**src/rtl/alpha_disp_pkg.sv**
```systemverilog
// Shared constants for the alphacore 7-segment register display.
// Encodings are active-low {g,f,e,d,c,b,a}.
package alpha_disp_pkg;

    localparam logic [6:0]  SEG_OFF    = 7'h7F;
    localparam logic [7:0]  AN_OFF     = 8'hFF;
    localparam int unsigned NUM_DIGITS = 8;

    // Entry 15 first: F E d C b A 9 8 7 6 5 4 3 2 1 0
    localparam logic [15:0][6:0] HEX7SEG_TABLE = {
        7'h0E, 7'h06, 7'h21, 7'h46, 7'h03, 7'h08, 7'h10, 7'h00,
        7'h78, 7'h02, 7'h12, 7'h19, 7'h30, 7'h24, 7'h79, 7'h40
    };

endpackage

```
**src/rtl/hex_to_7seg.sv**
```systemverilog
// Combinational nibble to active-low 7-segment pattern.
module hex_to_7seg
    import alpha_disp_pkg::*;
(
    input  logic [3:0] nibble,
    output logic [6:0] seg_n
);

    always_comb begin
        seg_n = HEX7SEG_TABLE[nibble];
    end

endmodule

```
**src/rtl/reg_display_scan.sv**
```systemverilog
// Time-multiplexed 8-digit hex display of a captured register value, with a dead
// cycle per digit slot, optional leading-zero blanking and slot-aligned updates.
module reg_display_scan
    import alpha_disp_pkg::*;
#(
    parameter int unsigned REFRESH_DIV = 16,
    parameter bit          BLANK_LZ    = 1'b1
) (
    input  logic        fastclk,
    input  logic        reset,
    input  logic [31:0] reg_read_data_1,
    input  logic        load,
    input  logic [7:0]  dp_mask,
    output logic [7:0]  an_n,
    output logic [6:0]  seg_n,
    output logic        dp_n
);

    localparam int unsigned      CNT_W    = (REFRESH_DIV > 2) ? $clog2(REFRESH_DIV) : 1;
    localparam logic [CNT_W-1:0] CNT_LAST = CNT_W'(REFRESH_DIV - 1);

    if (REFRESH_DIV < 2) begin : g_div_check
        $error("reg_display_scan: REFRESH_DIV must be >= 2");
    end

    logic [CNT_W-1:0]      cnt_q, cnt_d;
    logic [2:0]            idx_q, idx_d;
    logic [31:0]           shadow_q, shadow_d;
    logic [NUM_DIGITS-1:0] shadow_dp_q, shadow_dp_d;
    logic [31:0]           disp_q, disp_d;
    logic [NUM_DIGITS-1:0] disp_dp_q, disp_dp_d;
    logic [7:0]            an_n_q, an_n_d;
    logic [6:0]            seg_n_q, seg_n_d;
    logic                  dp_n_q, dp_n_d;

    logic        slot_end;
    logic [31:0] upper;
    logic [3:0]  nibble;
    logic        blank;
    logic [6:0]  hex_seg;

    hex_to_7seg u_hex (
        .nibble (nibble),
        .seg_n  (hex_seg)
    );

    // Current digit sits in the low nibble of upper; blank when nothing above it is set.
    always_comb begin
        upper  = disp_q >> {idx_q, 2'b00};
        nibble = upper[3:0];
        blank  = BLANK_LZ && (idx_q != 3'd0) && (upper == '0);
    end

    always_comb begin
        slot_end    = (cnt_q == CNT_LAST);
        cnt_d       = slot_end ? '0 : cnt_q + 1'b1;
        idx_d       = slot_end ? idx_q + 3'd1 : idx_q;
        shadow_d    = load ? reg_read_data_1 : shadow_q;
        shadow_dp_d = load ? dp_mask : shadow_dp_q;
        disp_d      = slot_end ? shadow_q : disp_q;
        disp_dp_d   = slot_end ? shadow_dp_q : disp_dp_q;

        an_n_d  = AN_OFF;
        seg_n_d = SEG_OFF;
        dp_n_d  = 1'b1;
        if (cnt_q != '0) begin
            an_n_d  = ~(8'b1 << idx_q);
            seg_n_d = blank ? SEG_OFF : hex_seg;
            dp_n_d  = ~disp_dp_q[idx_q];
        end
    end

    always_ff @(posedge fastclk or posedge reset) begin
        if (reset) begin
            cnt_q       <= '0;
            idx_q       <= '0;
            shadow_q    <= '0;
            shadow_dp_q <= '0;
            disp_q      <= '0;
            disp_dp_q   <= '0;
            an_n_q      <= AN_OFF;
            seg_n_q     <= SEG_OFF;
            dp_n_q      <= 1'b1;
        end else begin
            cnt_q       <= cnt_d;
            idx_q       <= idx_d;
            shadow_q    <= shadow_d;
            shadow_dp_q <= shadow_dp_d;
            disp_q      <= disp_d;
            disp_dp_q   <= disp_dp_d;
            an_n_q      <= an_n_d;
            seg_n_q     <= seg_n_d;
            dp_n_q      <= dp_n_d;
        end
    end

    always_comb begin
        an_n  = an_n_q;
        seg_n = seg_n_q;
        dp_n  = dp_n_q;
    end

endmodule

```
**config.mk**
```make
export PLATFORM = sky130hd
export DESIGN_NAME = reg_display_scan
export DESIGN_NICKNAME = d
export VERILOG_FILES = /design/src/rtl/alpha_disp_pkg.sv /design/src/rtl/hex_to_7seg.sv /design/src/rtl/reg_display_scan.sv
export SDC_FILE = /design/constraint.sdc
export NUM_CORES = 1
export LEC_CHECK = 0
export ABC_CLOCK_PERIOD_IN_PS = 6600
export BUFFER_PORTS_ARGS = -buffer_cell sky130_fd_sc_hd__buf_4
export CORE_ASPECT_RATIO = 1.2
export CORE_MARGIN = 3
export CORE_UTILIZATION = 53
export CTS_CLUSTER_SIZE = 12
export DETAILED_ROUTE_END_ITERATION = 10
export PLACE_DENSITY_LB_ADDON = 0.25
export SLEW_MARGIN = 20
export SYNTH_ARGS = -nofsm -noshare
export SYNTH_HDL_FRONTEND = slang
export SYNTH_SLANG_ARGS = --single-unit
```
**constraint.sdc**
```tcl
create_clock -name fastclk -period 6.6 [get_ports fastclk]
set_input_delay 0.66 -clock fastclk [delete_from_list [all_inputs] [get_ports fastclk]]
set_output_delay 0.66 -clock fastclk [all_outputs]
set_load 0.01 [all_outputs]
```
# == Word level (Yosys, flattened, before mapping) ==
# Memories as Yosys holds them, arrays and structs flattened.
# Index checks and enable logic that the tools add are counted.
# classes
n_eq_ne,1
muxes,8
n_reduce_logical,4
bitwise_logic,2
shifts,2
addsub,2
order_cmp,2
# ops
op,count
$logic_not A32 Y1,1
$shr A32 B5 Y32,1
$mux W7,3
$mux W8,1
$not A8 Y8,1
$shl A1 B3 Y8 const A,1
$lt A4 B5 Y1 const B,1
$add A4 B1 Y4 const B,1
$eq A4 B4 Y1 const B,1
$lt A3 B4 Y1 const B,1
$mux W4,1
$reduce_bool A4 Y1,1
$add A3 B1 Y3 const B,1
$bmux W1 S3,1
$reduce_bool A3 Y1,1
$mux W1,2
$logic_and A1 B1 Y1,1
$not A1 Y1,1
# totals
reg_bits,103
elab_cells,31
mem_count,1
rom_bits,112
in_bits,43
output_inout_bits,16
# mem_list
name,depth,word_bits,rd,rd_clocked_by_memory_dff,write_ports,line_no,source
(no name shown),16,7,1,0,0,hex_to_7seg.sv:10,seg_n = HEX7SEG_TABLE[nibble];

# == Depth between registers and ports, before layout ==
# Gate-level depths: netlist of run 1.
# logic_depth
depth_word,5
mapped_depth,13
depth_no_buf,10

# == Cells and area by module ==
# Synthesis of run 1 repeated with hierarchy kept, for this count alone.
# hier_totals
cells_unflattened,349
area_unflattened_um2,4733.3
# by_module_without_submodules
mod,area_per_inst_um2,seq_area_each_um2,cells_each,instances
reg_display_scan,4458.0,2597.5,318,1
hex_to_7seg,275.3,0.0,31,1

# == Worst setup path before layout of run 1 ==
# OpenSTA, ideal clock, no wires.
# synth_path
kind,register -> register
start,register idx_q[0]
end,register seg_n_q[5] (netlist: seg_n[5])
path_stages_with_launch,12
arrival_ps,2909
slack_ps,3606
required_time_ps,6515
cell_sequence,dfrtp_1 -> buf_6 -> buf_12 -> mux4_1 -> mux2_2 -> inv_1 -> ha_1 -> o21ai_0 -> a221o_1 -> or4_1 -> a22o_4 -> o221ai_1
# synth_via
elab_chain_cells,5
# synth_rtl
item,line_no,source
"start, declared",reg_display_scan.sv:27,"logic [2:0] idx_q, idx_d;"
"start signal, assigned",reg_display_scan.sv:86,idx_q <= idx_d;
$shr A32 B5 Y32,reg_display_scan.sv:49,"upper = disp_q >> {idx_q, 2'b00};"
$mem_v2 Z16 W7 or $logic_not A32 Y1 (tied branches),--,
$mux W7 (not written as such) or $logic_and A1 B1 Y1 (tied branches),"hex_to_7seg.sv:10, reg_display_scan.sv:51",
$mux W7 *,reg_display_scan.sv:68,seg_n_d = blank ? SEG_OFF : hex_seg;
$mux W7 *,reg_display_scan.sv:66,if (cnt_q != '0) begin
net seg_n_d[5],reg_display_scan.sv:33,"logic [6:0] seg_n_q, seg_n_d;"
"end signal, assigned",reg_display_scan.sv:92,seg_n_q <= seg_n_d;
"end, declared",reg_display_scan.sv:33,
# The timed path passes the listed nets; every way through them passes the cells marked *. The select of a mux whose other input is x is not followed.
# A chain may end at the register's enable or synchronous reset.

# == Final worst setup path of run 1 ==
# layout_path
start,register idx_q[0]
end,register seg_n_q[6] (netlist: seg_n[6])
# Same word-level chain as after synthesis.

==> out/results.ini, run 1 <==
[global_route]
grt_pass1_wl_mm=14.6
maximum_number_of_pins_on_one_net_before_global_route_repair=62
number_of_antenna_violations_at_the_first_check_in_global_routing=0
gr-usage-all-layers=0.186
grt_pass1_vias=2991
globalRoute.totalOverflow=0

[logic_synthesis]
synth_xor_area_frac=0.00371
netlist-cell-type-count=46
syn_inst=346
muxShareOfSynthArea=0.265
async_flop_share=1.00
synthesis.area_per_instance_um2=13.7
share_of_synthesized_cell_area_in_full_adder_half_adder_and_majority_cells=0.0371
syn-num-nets=403
ys.warnings.count=0
synth_top_family_by_area=multiplexers
synthSimpleGateAreaFrac=0.0583
syn-cell-area_um2=4720
synth_sequential_area_ratio=0.550
synth_edf_count=0
postSynth.topFlopCell=dfrtp_1
synth_compound_area_frac=0.0593
postSynthRegisterBits=103

[drt]
wl_per_cell_um=16.2
vias_per_cell=5.60
postRouteAntennaNets=0
vias=2923
drc=0
detailedRoute.firstIterationViolations=157
detailedRoute.firstPassIterationCount=4
routed_wl_mm=8.47

[sta]
final-setup-viol-count=0
layout_min_cycle_time_ns=3.41
grt_setup_unrepaired=false
finalCritPeriodShare=0.517
setup_total_negative_slack_ns=0
final-hold-violation-count=0
clock_skew_ns=0.00526
fmax_ghz=0.293
setup_slack_ns=3.19
maxSlewHeadroom=0.311
transition_time_of_the_tightest_slew_check_pin_ns=1.03
slew_viol_final=0

[worst_setup_path]
critPathKind=reg -> reg
worst_ep_required_time_ns=6.87
critical_path_fanouts_max=19
crit_arrival_ns=3.69
critical_path.startpoint_type=flop
critPathCaptureType=flop

[floorplan]
boundaryPins=59
fp.dieH_um=109
design.die.area_um2=10100
num_rows=37
core-area_um2=8610
starting_density_of_the_core=0.549
fp.dieW_um=92.2

[placed_design]
detailedPlace.worstSlack_ns=3.24
count_of_buffers_from_port_buffering=58
place_inst=506
gp_routability_congestion=0.992
detailedPlacementHpwl_mm=6.14

[final_layout]
syn_to_final_growth_pct=14.3
fillers=692
drive_gt1_frac=0.467
fin_cells=522
layout.nets=457
antennaDiodeCount=0

[cts]
number_of_buffers_inserted_to_repair_setup_after_cts=0
cts.reportedPaths.clkPinSlew_ns=0.09
h_tree_levels=3
cts.sink_count=103
cts-root-to-sink-buffers=2
postCtsHoldBufs=0
cts_root_buffer=clkbuf_8
clock_latency_on_the_worst_skew_pair_ns=0.36
tritoncts_buffer_count=9
cts_repair_resize_count=0
cts_tree=yes

[pwr]
total_leakage_power_uw=0.00241
total_power_uw=1210
power-per-cell-area_nw_per_um2=224
irDropWorstVdd_mv=0.158

[hold_path]
min-delay-path-class=in -> async

[status]
status=complete, no violations

[flow_run]
cap_viol_max_count=0

final timing paths:
check,to,slack [ns],cells past startpoint,from
setup / recovery,seg_n[6]$_DFF_PP1_,3.19,9,idx_q[0]$_DFFE_PP0N_
hold / removal,cnt_q[2]$_DFF_PP0_,0.32,2,reset
hold reg to reg,cnt_q[0]$_DFF_PP0_,0.50,1,cnt_q[0]$_DFF_PP0_
setup reg to reg,seg_n[6]$_DFF_PP1_,3.19,9,idx_q[0]$_DFFE_PP0N_
min in group fastclk,cnt_q[0]$_DFF_PP0_,0.50,1,cnt_q[0]$_DFF_PP0_
max in group asynchronous,disp_q[16]$_DFFE_PP0N_,5.16,3,reset
cell usage after synthesis, types with 3 or more instances:
cell type	n	area [um^2]
nand3_1	6	30.0
a21oi_1	7	35.0
mux2_2	82	923
o21ai_0	6	30.0
nand2_1	24	90.1
nor4_1	5	31.3
dfstp_2	16	420
nor2_1	15	56.3
buf_2	3	15.0
ha_1	14	175
clkbuf_1	9	33.8
o211ai_1	3	22.5
inv_1	9	33.8
mux2i_1	12	120
nor3_1	5	25.0
mux4_2	8	180
buf_1	3	11.3
dfrtp_1	87	2180
registers in the layout, indices dropped and copies added (netlist names):
| register | cells |
|---|---|
| an_n | 8 |
| cnt_q | 4 |
| disp_dp_q | 8 |
| disp_q | 32 |
| dp_n | 1 |
| idx_q | 3 |
| seg_n | 7 |
| shadow_dp_q | 8 |
| shadow_q | 32 |
through the flow:
step            util  cell area, um^2  hold WS [ns]
4_1_cts        0.627             5400         0.331
6_report       0.627             5400         0.321
2_1_floorplan      -             4720         0.449
3_5_place_dp   0.608             5240         0.481
5_1_grt        0.627             5400         0.352
3_3_place_gp   0.608             5240         0.471
per-layer routing:
metal	global-route usage	part of all wire	up-vias
met4	0.0870	0.017	0
met5	0	0	-
met1	0.249	0.43	1478
met3	0.0335	0.042	11
met2	0.300	0.51	75
li1	-	-	1359
worst max-delay path: stages (launching register included):
cell and delay [ns]:
dfrtp_1 0.78, mux4_1 0.64, mux2_2 0.33, inv_1 0.15, ha_1 0.21, o21ai_0 0.10
a221o_1 0.26, or4_1 0.48, a22o_4 0.27, o221ai_1 0.09
where the power goes:
| part | switching (uW) | internal [uW] | total (uW) |
|---|---|---|---|
| combinational | 61.1 | 83.8 | 145 |
| sequential | 37.9 | 682 | 719 |
| clock | 207 | 136 | 344 |
| total | 307 | 901 | 1210 |
cell type report:
cell class	instances	area (um^2)	area share
sequential	103	2600	0.481
multi-input combinational	216	2000	0.371
timing repair buffer	60	450	0.0834
tap	117	146	0.0271
clock buffer	10	128	0.0236
inverter	10	40.0	0.00741
clock inverter	6	36.3	0.00672
cells by family (layout without fill, tap and decap cells):
| family | count (synthesis) | after routing |
|---|---|---|
| AOI/OAI and AO/OA | 36 | 36 |
| xor gates and xnor gates | 2 | 2 |
| adders and majority gates | 14 | 14 |
| buffers and inverters | 27 | 86 |
| DFF | 103 | 103 |
| muxes | 103 | 103 |
| and+or+nand+nor | 61 | 61 |
cell usage in the layout (no fill, tap or decap), types with 3 or more instances in the layout:
master / count
nand2_1: 24
mux2i_1: 12
nand3_1: 5
a21oi_1: 7
nor3_1: 5
o21ai_0: 6
nor4_1: 5
inv_1: 8
clkinv_2: 4
nor2_1: 15
mux4_2: 8
clkbuf_8: 9
buf_4: 60
o211ai_1: 3
mux2_2: 82
dfstp_2: 16
ha_1: 14
dfrtp_1: 87
(Power assumes the default switching activity.)
==> run 2, diff against run 1 <==
--- a/config.mk
+++ b/config.mk
@@ -5,11 +5,11 @@
 export SDC_FILE = /design/constraint.sdc
 export NUM_CORES = 1
 export LEC_CHECK = 0
-export ABC_CLOCK_PERIOD_IN_PS = 6600
+export ABC_CLOCK_PERIOD_IN_PS = 2900
 export BUFFER_PORTS_ARGS = -buffer_cell sky130_fd_sc_hd__buf_4
 export CORE_ASPECT_RATIO = 1.2
 export CORE_MARGIN = 3
-export CORE_UTILIZATION = 53
+export CORE_UTILIZATION = 52
 export CTS_CLUSTER_SIZE = 12
 export DETAILED_ROUTE_END_ITERATION = 10
 export PLACE_DENSITY_LB_ADDON = 0.25
==> constraint.sdc (replaced) <==
create_clock -name fastclk -period 2.9 [get_ports fastclk]
set_input_delay 0.29 -clock fastclk [delete_from_list [all_inputs] [get_ports fastclk]]
set_output_delay 0.29 -clock fastclk [all_outputs]
set_load 0.01 [all_outputs]
==> out/results.ini, run 2 (synthesized netlist as in run 1, its figures left out) <==
[global_route]
number_of_antenna_violations_at_the_first_check_in_global_routing=0
gr-usage-all-layers=0.182
grt_pass1_wl_mm=14.9
maximum_number_of_pins_on_one_net_before_global_route_repair=104
globalRoute.totalOverflow=0
grt_pass1_vias=3040

[drt]
drc=0
postRouteAntennaNets=0
routed_wl_mm=8.86
vias_per_cell=5.50
wl_per_cell_um=16.6
detailedRoute.firstPassIterationCount=4
vias=2924
detailedRoute.firstIterationViolations=149

[worst_setup_path]
crit_arrival_ns=3.04
critical_path.startpoint_type=flop
critPathCaptureType=flop
worst_ep_required_time_ns=3.17
critical_path_fanouts_max=9
critPathKind=reg -> reg

[pwr]
power-per-cell-area_nw_per_um2=551
irDropWorstVdd_mv=0.395
total_power_uw=3090
total_leakage_power_uw=0.00249

[sta]
final-hold-violation-count=0
fmax_ghz=0.362
maxSlewHeadroom=0.642
hold-worst-slack_ns=0.0501
layout_min_cycle_time_ns=2.77
finalCritPeriodShare=0.954
final-setup-viol-count=0
grt_setup_unrepaired=false
setup_total_negative_slack_ns=0
slew_viol_final=0
transition_time_of_the_tightest_slew_check_pin_ns=0.523
clock_skew_ns=0.0101

[flow_run]
cap_viol_max_count=0

[floorplan]
fp.dieW_um=93.0
starting_density_of_the_core=0.543
core-area_um2=8700
design.die.area_um2=10300
boundaryPins=59
fp.dieH_um=110
num_rows=37

[final_layout]
mostFrequentLayoutCells=86 x dfrtp_1, 81 x mux2_2, 68 x buf_4, 22 x nand2_1, 16 x dfstp_2
design_area_um2=5620
antennaDiodeCount=0
fin_cells=532
drive_gt1_frac=0.499
syn_to_final_growth_pct=18.9
layout.nets=467
most_common_cell_after_layout_fill_and_taps_aside=dfrtp_1
largestRegisters=disp_q x32, shadow_q x32

[placed_design]
detailedPlacementHpwl_mm=6.31
gp_routability_congestion=0.852
place_inst=514
detailed_place.area_um2=5320
count_of_buffers_from_port_buffering=58

[cts]
cts-root-to-sink-buffers=2
cts_tree=yes
clock_latency_on_the_worst_skew_pair_ns=0.36
cts_root_buffer=clkbuf_8
cts.sink_count=103
h_tree_levels=3
cts.reportedPaths.clkPinSlew_ns=0.10
postCtsHoldBufs=0
tritoncts_buffer_count=9

[hold_path]
min-delay-path-class=in -> async

[status]
status=complete, no violations

-- run 2: cell types whose count changed in the layout (fill, tap and decap cells not counted), sizes merged --
cell	change
buf	+10
bufinv	+3
clkbuf	-1
clkinv	-3
inv	+1
-- run 2: layout make-up --
| type | count | area, um^2 |
|---|---|---|
| fill | 688 | 3090 |
| sequential | 103 | 2600 |
| multi-input combinational | 216 | 2030 |
| timing repair buffer | 70 | 542 |
| tap | 117 | 146 |
| clock inverter | 7 | 135 |
| clock buffer | 9 | 124 |
| inverter | 10 | 43.8 |
-- run 2: metal layers --
metal,part of all wire,vias up,track usage
li1,-,1381,-
met1,0.43,1464,0.237
met2,0.51,64,0.297
met3,0.035,15,0.0381
met4,0.020,0,0.0674
met5,0,-,0
-- run 2: critical path, cell delays in order, from the launching register on --
cell,delay (ns)
dfrtp_1,0.61
mux4_2,0.39
mux2_4,0.31
inv_4,0.09
ha_4,0.14
o21ai_0,0.08
a221o_1,0.25
or4_1,0.42
a22o_4,0.28
o221ai_1,0.09
-- run 2: final timing paths --
| check | slack [ns] | start | endpoint | cells past startpoint |
|---|---|---|---|---|
| worst max-delay path | 0.13 | idx_q[1]$_DFFE_PP0N_ | seg_n[6]$_DFF_PP1_ | 9 |
| worst min-delay path | 0.05 | reset | cnt_q[2]$_DFF_PP0_ | 3 |
| worst max register to register | 0.13 | idx_q[1]$_DFFE_PP0N_ | seg_n[6]$_DFF_PP1_ | 9 |
| worst min register to register | 0.49 | cnt_q[0]$_DFF_PP0_ | cnt_q[0]$_DFF_PP0_ | 1 |
| max in group asynchronous | 2.41 | reset | idx_q[0]$_DFFE_PP0N_ | 3 |
| min in group fastclk | 0.15 | dp_mask[2] | shadow_dp_q[2]$_DFFE_PP0P_ | 2 |
-- run 2: stage by stage --
| step | setup slack, ns | util |
|---|---|---|
| finish | 0.134 | 0.645 |
| detailed placement | 0.00313 | 0.612 |
| global placement | 0.0897 | 0.612 |
| floorplan | 0.0395 | - |
| CTS | 0.0390 | 0.641 |
| global route | 0.0116 | 0.645 |
-- run 2: power by group --
part           leakage (uW)  total (uW)  internal [uW]  switching, uW
combinational       0.00118         346            201            145
sequential          0.00118        1640           1550           87.0
clock              0.000129        1110            593            516
-- run 2: what timing repair did --
| action | in CTS | in global routing |
|---|---|---|
| endpoints found under the hold margin | 0 | 0 |
| setup endpoints to repair | 5 | 7 |
| setup buffers | 0 | 2 |
| gates resized for setup | 1 | 5 |
| pin swaps | 0 | 2 |
